--- src/rtl/ifid_pipe_reg.sv ---
// ifid_pipe_reg: IF/ID pipeline latch between the instruction-memory
// interface and the decode stage.
//
// Ports:
//   CLK, RST        clock (rising edge) and synchronous active-high reset
//   ihit            instruction memory returned a word this cycle
//   imemload        fetched instruction word
//   pc_in, npc_in   PC of imemload and PC+4
//   stall_ifid      hold the latch contents
//   flush_ifid      squash the latch contents
//   instr_out       latched instruction, NOP_WORD for a bubble
//   pc_out, npc_out latched PC and PC+4
//   valid_out       1 = real instruction, 0 = bubble
//   squash_pending  a flushed fetch is still outstanding
//   bubble_cnt      saturating count of inserted bubbles
module ifid_pipe_reg #(
  parameter logic [31:0] NOP_WORD = 32'h00000000,
  parameter int unsigned CNT_W    = 16
) (
  input  logic             CLK,
  input  logic             RST,
  input  logic             ihit,
  input  logic [31:0]      imemload,
  input  logic [31:0]      pc_in,
  input  logic [31:0]      npc_in,
  input  logic             stall_ifid,
  input  logic             flush_ifid,
  output logic [31:0]      instr_out,
  output logic [31:0]      pc_out,
  output logic [31:0]      npc_out,
  output logic             valid_out,
  output logic             squash_pending,
  output logic [CNT_W-1:0] bubble_cnt
);

  typedef enum logic [0:0] {
    RUN    = 1'b0,
    SQUASH = 1'b1
  } state_t;

  state_t           state_q, state_d;
  logic [31:0]      instr_q, instr_d;
  logic [31:0]      pc_q, pc_d;
  logic [31:0]      npc_q, npc_d;
  logic             valid_q, valid_d;
  logic [CNT_W-1:0] cnt_q, cnt_d;
  logic             bubble;

  always_comb begin
    state_d = state_q;
    instr_d = instr_q;
    pc_d    = pc_q;
    npc_d   = npc_q;
    valid_d = valid_q;
    bubble  = 1'b0;

    if (flush_ifid) begin
      bubble = 1'b1;
      // A flush with no word in hand leaves the fetch outstanding; once in
      // SQUASH, a further flush keeps us there regardless of ihit.
      if (state_q == RUN && !ihit) begin
        state_d = SQUASH;
      end
    end else if (stall_ifid) begin
      // Hold everything; upstream holds the PC so the word is refetched.
    end else begin
      unique case (state_q)
        RUN: begin
          if (ihit) begin
            instr_d = imemload;
            pc_d    = pc_in;
            npc_d   = npc_in;
            valid_d = 1'b1;
          end else begin
            bubble = 1'b1;
          end
        end
        SQUASH: begin
          // The word arriving here belongs to the flushed path: drop it.
          bubble = 1'b1;
          if (ihit) begin
            state_d = RUN;
          end
        end
        default: begin
          state_d = RUN;
        end
      endcase
    end

    if (bubble) begin
      instr_d = NOP_WORD;
      valid_d = 1'b0;
    end
  end

  always_comb begin
    cnt_d = cnt_q;
    if (bubble && (cnt_q != '1)) begin
      cnt_d = cnt_q + CNT_W'(1);
    end
  end

  always_ff @(posedge CLK) begin
    if (RST) begin
      state_q <= RUN;
      instr_q <= NOP_WORD;
      pc_q    <= '0;
      npc_q   <= '0;
      valid_q <= 1'b0;
      cnt_q   <= '0;
    end else begin
      state_q <= state_d;
      instr_q <= instr_d;
      pc_q    <= pc_d;
      npc_q   <= npc_d;
      valid_q <= valid_d;
      cnt_q   <= cnt_d;
    end
  end

  assign instr_out      = instr_q;
  assign pc_out         = pc_q;
  assign npc_out        = npc_q;
  assign valid_out      = valid_q;
  assign squash_pending = (state_q == SQUASH);
  assign bubble_cnt     = cnt_q;

endmodule

--- config.mk ---
export PLATFORM = sky130hd
export DESIGN_NAME = ifid_pipe_reg
export DESIGN_NICKNAME = d
export VERILOG_FILES = /design/src/rtl/ifid_pipe_reg.sv
export SDC_FILE = /design/constraint.sdc
export NUM_CORES = 1
export LEC_CHECK = 0
export BUFFER_PORTS_ARGS = -buffer_cell sky130_fd_sc_hd__buf_2
export CELL_PAD_IN_SITES_DETAIL_PLACEMENT = 1
export CELL_PAD_IN_SITES_GLOBAL_PLACEMENT = 1
export CORE_ASPECT_RATIO = 0.5
export CORE_MARGIN = 1.5
export CORE_UTILIZATION = 28
export DETAILED_ROUTE_END_ITERATION = 10
export PLACE_DENSITY_LB_ADDON = 0.1
export SYNTH_ARGS = -nofsm -noshare
export SYNTH_HDL_FRONTEND = slang
export SYNTH_SLANG_ARGS = --single-unit
--- constraint.sdc ---
create_clock -name CLK -period 1.9 [get_ports CLK]
set_input_delay 0.095 -clock CLK [delete_from_list [all_inputs] [get_ports CLK]]
set_output_delay 0.095 -clock CLK [all_outputs]
set_load 0.03 [all_outputs]
==> results of run 1 <==
layer usage:
| layer | part of all wire, % | global-route usage, % | vias to the layer above |
|---|---|---|---|
| met4 | 1.0 | 5.53 | 0 |
| li1 | - | - | 2441 |
| met2 | 50 | 36.1 | 98 |
| met1 | 44 | 21.9 | 2287 |
| met5 | 0 | 0 | - |
| met3 | 4.7 | 4.67 | 14 |
flip-flops by register name (all words and copies together) (netlist names):
name / cells
squash_pending: 1
bubble_cnt: 16
instr_out: 32
npc_out: 32
pc_out: 32
valid_out: 1
tightest hold or removal path: cells and delay by family:
kind            cells  cell delay, ns
compound gates      1            0.11
buf+inv             2            0.16
simple gates        1            0.05
per-stage QoR:
stage                     utilization (%)  power (mW)
after global routing                 48.9        6.56
after global placement               38.5        3.17
final                                48.9        6.29
after CTS                            48.9        6.37
after detailed placement             38.5        3.19
after floorplan                         -        2.91
synthesized netlist by cell type, types with 2 or more instances:
master and n:
o21ai_0 2, a211oi_1 2, and3_1 3, nor4_1 4, nor3_1 6, nand2_1 205, nor2_1 8, a21oi_1 107
nor2b_1 7, mux2_2 3, inv_1 2, buf_2 8, a41oi_1 2, o31ai_1 5, or4_1 6, nand4_1 5
dfxtp_1 114, nand2b_1 2, clkbuf_1 27, nand3_1 8, or3_1 2
cell type report:
cell class | instances | share of cell area [%]
Sequential cell | 114 | 31.9
Timing Repair Buffer | 325 | 30.7
Multi-Input combinational cell | 393 | 26.1
Clock buffer | 19 | 6.17
Tap cell | 198 | 3.45
Clock inverter | 13 | 1.58
Inverter | 2 | 0.104
report_power, final:
| part | switching [mW] | total, mW | leakage, nW | internal, mW |
|---|---|---|---|---|
| registers | 0.0456 | 2.51 | 0.927 | 2.46 |
| clock network | 1.17 | 2.99 | 0.261 | 1.83 |
| logic | 0.426 | 0.784 | 1.91 | 0.358 |
| total | 1.64 | 6.29 | 3.10 | 4.65 |
path summary, 6_finish.rpt:
| kind | from | end | slack, ns | cells after the start |
|---|---|---|---|---|
| worst max-delay path | bubble_cnt[0] | bubble_cnt[14] | 0.11 | 5 |
| worst min-delay path | ihit | squash_pending | 0.07 | 4 |
| worst max register to register | bubble_cnt[0] | bubble_cnt[14] | 0.11 | 5 |
| worst min register to register | instr_out[6] | instr_out[6] | 0.45 | 2 |
kinds of logic (layout without fill, tap and decap cells):
group,Yosys count,count (layout),share of synthesized area (%)
compound gates,122,122,15.2
fa+ha+maj,1,1,0.292
buf+inv,38,359,3.56
flops,114,114,53.2
mux,3,3,0.787
simple gates,267,267,27.0
timing repair:
item / CTS / global route
hold buffers: 96 / 0
buffers inserted: 0 / 0
gates resized for setup: 0 / 0
endpoints found under the hold margin: 96 / 0
layout by cell type, fill, tap and decap left out, types with 8 or more instances in the layout:
master         Yosys  routed
clkbuf_16          0      17
dlygate4sd3_1      0      96
buf_4              0      10
nor2_1             8       8
dfxtp_2            0       8
dfxtp_1          114     106
buf_2              8     214
nand3_1            8       8
nand2_1          205     205
a21oi_1          107     107
==> impl_metrics.yaml, run 1 <==
route:
  postRouteWirelength_um: 15700
  vias_per_cell: 4.55
  via_count: 4840
  drc_errors: 0
  drtIter0Drc: 135
  wl_per_cell_um: 14.7
  firstDrtPassIters: 5
  ant_nets: 0
synth:
  yosys_warnings: 0
  synthTopCellsByArea: "dfxtp_1 (53%), nand2_1 (18%), a21oi_1 (12%)"
  synth.top_cell.area_share_pct: 53.2
  yosysSeqAreaShare_pct: 53.2
  synth_nets: 647
  synth.distinct_cells: 38
  synth-edff-count: 0
  synth-seq-cells: 114
  syn_area_um2: 4290
  async_flop_share_pct: 0
  netlist_instances: 545
  syn_avg_cell_area_um2: 7.87
  synth_ff_type: "dfxtp_1"
  yosys.area.top_type: "dfxtp_1"
power:
  ir_worst_vdd_mv: 0.549
  powerDensity_nw_per_um2: 875
  p_leak_nw: 3.10
cts:
  clk_pin_slew_worst_paths_ns: 0.06
  cts-buffers-inserted: 17
  clock-sinks: 114
  cts-htree-levels: 4
  tritoncts: "built"
  cts_buffer_depth: 2
  cts-root-buf: "clkbuf_16"
  insertion_delay_ns: 0.40
grt:
  antenna_found_initial: 0
  grt_pass1_wl_um: 24900
  grt.overflow.total: 0
  grt_max_degree: 84
  grt_pass1_vias: 4981
  track_usage_pct: 19.4
layout:
  area_growth_pct: 67.5
  final_cell_area_um2: 7180
  drive_above_1_share_pct: 32.6
  instances_no_fill: 1064
  fillers: 1817
  multiInputGateArea_um2: 1870
  nets: 955
  regArea_um2: 2290
  n_antenna_cell: 0
place:
  place_inst: 936
  dp_worst_setup_slack_ns: 0.111
  hpwl_um: 10100
  dpl_cell_area_um2: 5670
  gp_congestion: 0.852
  port_buffers: 214
timing:
  hold_violations: 0
  slew_headroom_pct: 73.0
  worst_pin_slew_ns: 0.405
  setup_viol: 0
  finalWorstSetupSlack_ns: 0.115
  fin_skew_ns: 0.00744
  period_share_pct: 94.0
  tns_ns: 0
  max_freq_mhz: 560
  finalMaxSlewViolations: 0
  hold_slack_ns: 0.0679
  rsz0062_at_grt: "no"
  final.min_clock_period_ns: 1.79
floorplan:
  num_rows: 31
  start_util_pct: 29.2
  io_pins: 215
  die_area_um2: 16100
  core_um2: 14700
  fp.dieW_um: 178
  die_h_um: 90.5
worst_setup_path:
  cp_max_fo: 7
  slowest_delay_ns: 0.37
  crit_path_top_delay_cell: "dfxtp_2"
  path_delay_family: "simple AND/OR/NAND/NOR gates"
  criticalPathCategory: "reg -> reg"
  arrival_ns: 2.07
  path_buf_inv: 0
  setup.worst_path.start_class: "register"
  crit_required_ns: 2.19
  path_cells: "ha_2 -> and4_1 -> nand2_1 -> nor4_1 -> mux2_2"
  crit_path_end_kind: "register"
run_status:
  status: "finished, final reports clean"
worst_hold_path:
  hold_class: "in -> reg"
job:
  maxCapViolations: 0
No activity file was read; power rests on OpenSTA's default activity.
==> run 2, diff against run 1 <==
--- a/config.mk
+++ b/config.mk
@@ -5,6 +5,7 @@
 export SDC_FILE = /design/constraint.sdc
 export NUM_CORES = 1
 export LEC_CHECK = 0
+export ABC_CLOCK_PERIOD_IN_PS = 1900
 export BUFFER_PORTS_ARGS = -buffer_cell sky130_fd_sc_hd__buf_2
 export CELL_PAD_IN_SITES_DETAIL_PLACEMENT = 1
 export CELL_PAD_IN_SITES_GLOBAL_PLACEMENT = 1
@@ -13,6 +14,7 @@
 export CORE_UTILIZATION = 28
 export DETAILED_ROUTE_END_ITERATION = 10
 export PLACE_DENSITY_LB_ADDON = 0.1
+export SETUP_SLACK_MARGIN = 0.5
 export SYNTH_ARGS = -nofsm -noshare
 export SYNTH_HDL_FRONTEND = slang
 export SYNTH_SLANG_ARGS = --single-unit
==> run 2 against run 1 <==
Global-route usage increased by 1.9 points. Critical path depth decreased by 1. Clock skew increased by 0.0033 ns. Count of clock-buffer cells in the layout increased by 2. Worst hold slack improved by 0.031 ns. Register-to-register slack improved by 0.19 ns. Via count increased by 5.4%. Flip-flop and latch count unchanged. First-iteration DRC count increased by 22%. Power increased by 8.4%. Critical endpoint is now bubble_cnt[13]. Largest cell class is now non-clock buffers.
==> impl_metrics.yaml, run 2 (synthesis results as in run 1) <==
route:
  firstDrtPassIters: 4
  via_count: 5103
  vias_per_cell: 4.68
  ant_nets: 0
  wl_per_cell_um: 15.9
  postRouteWirelength_um: 17400
  drc_errors: 0
  drtIter0Drc: 165
timing:
  tns_ns: 0
  worst_pin_slew_ns: 0.443
  final.min_clock_period_ns: 1.59
  fin_skew_ns: 0.0108
  hold_slack_ns: 0.0991
  slew_headroom_pct: 70.5
  rsz0062_at_grt: "yes"
  setup_viol: 0
  hold_violations: 0
  max_freq_mhz: 628
  period_share_pct: 83.8
  finalMaxSlewViolations: 0
grt:
  grt_pass1_vias: 5352
  grt_max_degree: 85
  grt_pass1_wl_um: 27000
  antenna_found_initial: 0
  track_usage_pct: 21.3
  grt.overflow.total: 0
floorplan:
  num_rows: 31
  core_um2: 14700
  io_pins: 215
  die_area_um2: 16100
  start_util_pct: 29.2
  fp.dieW_um: 178
  die_h_um: 90.5
worst_setup_path:
  arrival_ns: 1.92
  crit_path_end_kind: "register"
  setup.worst_path.start: "bubble_cnt[12]"
  r2r_start: "bubble_cnt[12]"
  setup.worst_path.start_class: "register"
  path_cells: "nand2_4 -> or4_4 -> or4_4 -> a21oi_2"
  cp_max_fo: 6
  criticalPathCategory: "reg -> reg"
  crit_required_ns: 2.23
  crit_path_top_delay_cell: "or4_4"
  slowest_delay_ns: 0.52
  path_buf_inv: 0
  path_delay_family: "simple AND/OR/NAND/NOR gates"
  cp_common_cell: "or4_4"
cts:
  insertion_delay_ns: 0.40
  cts-root-buf: "clkbuf_16"
  tritoncts: "built"
  cts_buffer_depth: 2
  cts-buffers-inserted: 17
  cts-htree-levels: 4
  clock-sinks: 114
  clk_pin_slew_worst_paths_ns: 0.06
place:
  port_buffers: 214
  hpwl_um: 10400
  gp_congestion: 0.794
power:
  p_leak_nw: 3.37
  p_comb_share_pct: 12.7
  p_int_mw: 5.12
  ir_worst_vdd_mv: 0.620
  clkPwrFrac_pct: 50.5
  power_mw: 6.81
  powerDensity_nw_per_um2: 879
  p_switching_mw: 1.69
  seqPwrFrac_pct: 36.8
  p_sw_share_pct: 24.8
layout:
  drive_above_1_share_pct: 38.6
  mostFrequentLayoutCells: "buf_2 (214), nand2_1 (198), a21oi_1 (104)"
  nets: 982
  fin_util_pct: 52.7
  final_common_cell: "buf_2"
  area_growth_pct: 80.6
  n_antenna_cell: 0
job:
  maxCapViolations: 0
worst_hold_path:
  hp-start: "RST"
  hold_class: "in -> reg"
run_status:
  status: "finished, final reports clean"
==> run 2: tightest hold or removal path, stage by stage <==
cell	delay [ns]
buf_2	0.15
or4b_4	0.14
nand4_1	0.06
==> run 2: cell type report <==
cell class,instances,area (um2)
Clock buffer,21,493
Clock inverter,11,146
Fill cell,1767,6950
Inverter,2,7.51
Multi-Input combinational cell,395,2110
Sequential cell,114,2340
Tap cell,198,248
Timing Repair Buffer,350,2400
==> run 2: timing repair <==
item	CTS	global route
endpoints found under the setup margin	49	23
gates resized for setup	12	25
endpoints found under the hold margin	96	0
gates cloned	2	0
hold buffers	96	0
buffers inserted	19	8
pin swaps	9	8
==> run 2: final timing paths <==
check	to	slack [ns]	cells past startpoint
min	bubble_cnt[1]	0.1	3
min reg2reg	pc_out[28]	0.45	2
max	bubble_cnt[13]	0.31	4
max reg2reg	bubble_cnt[13]	0.31	4
==> run 2: power by group through the flow <==
stage	clock network (mW)	registers [mW]	logic (mW)
final	3.44	2.51	0.866
after global routing	3.63	2.52	0.932
after CTS	3.52	2.51	0.844
after detailed placement	0	2.57	0.635
after global placement	0	2.56	0.630
after floorplan	0	2.70	0.231
==> run 2: per-stage QoR <==
step	setup WS (ns)	cell area (um2)	cells
floorplan	0.293	4440	545
global placement	0.284	5770	934
detailed placement	0.261	5770	934
CTS	0.315	7580	1083
global route	0.262	7750	1091
finish	0.308	7750	1091
==> run 2: layer usage <==
metal / GRT usage, % / vias up / part of all wire, %
li1: - / 2513 / -
met1: 24.1 / 2438 / 41
met2: 38.7 / 125 / 52
met3: 5.13 / 27 / 5.0
met4: 7.63 / 0 / 2.1
met5: 0 / - / 0
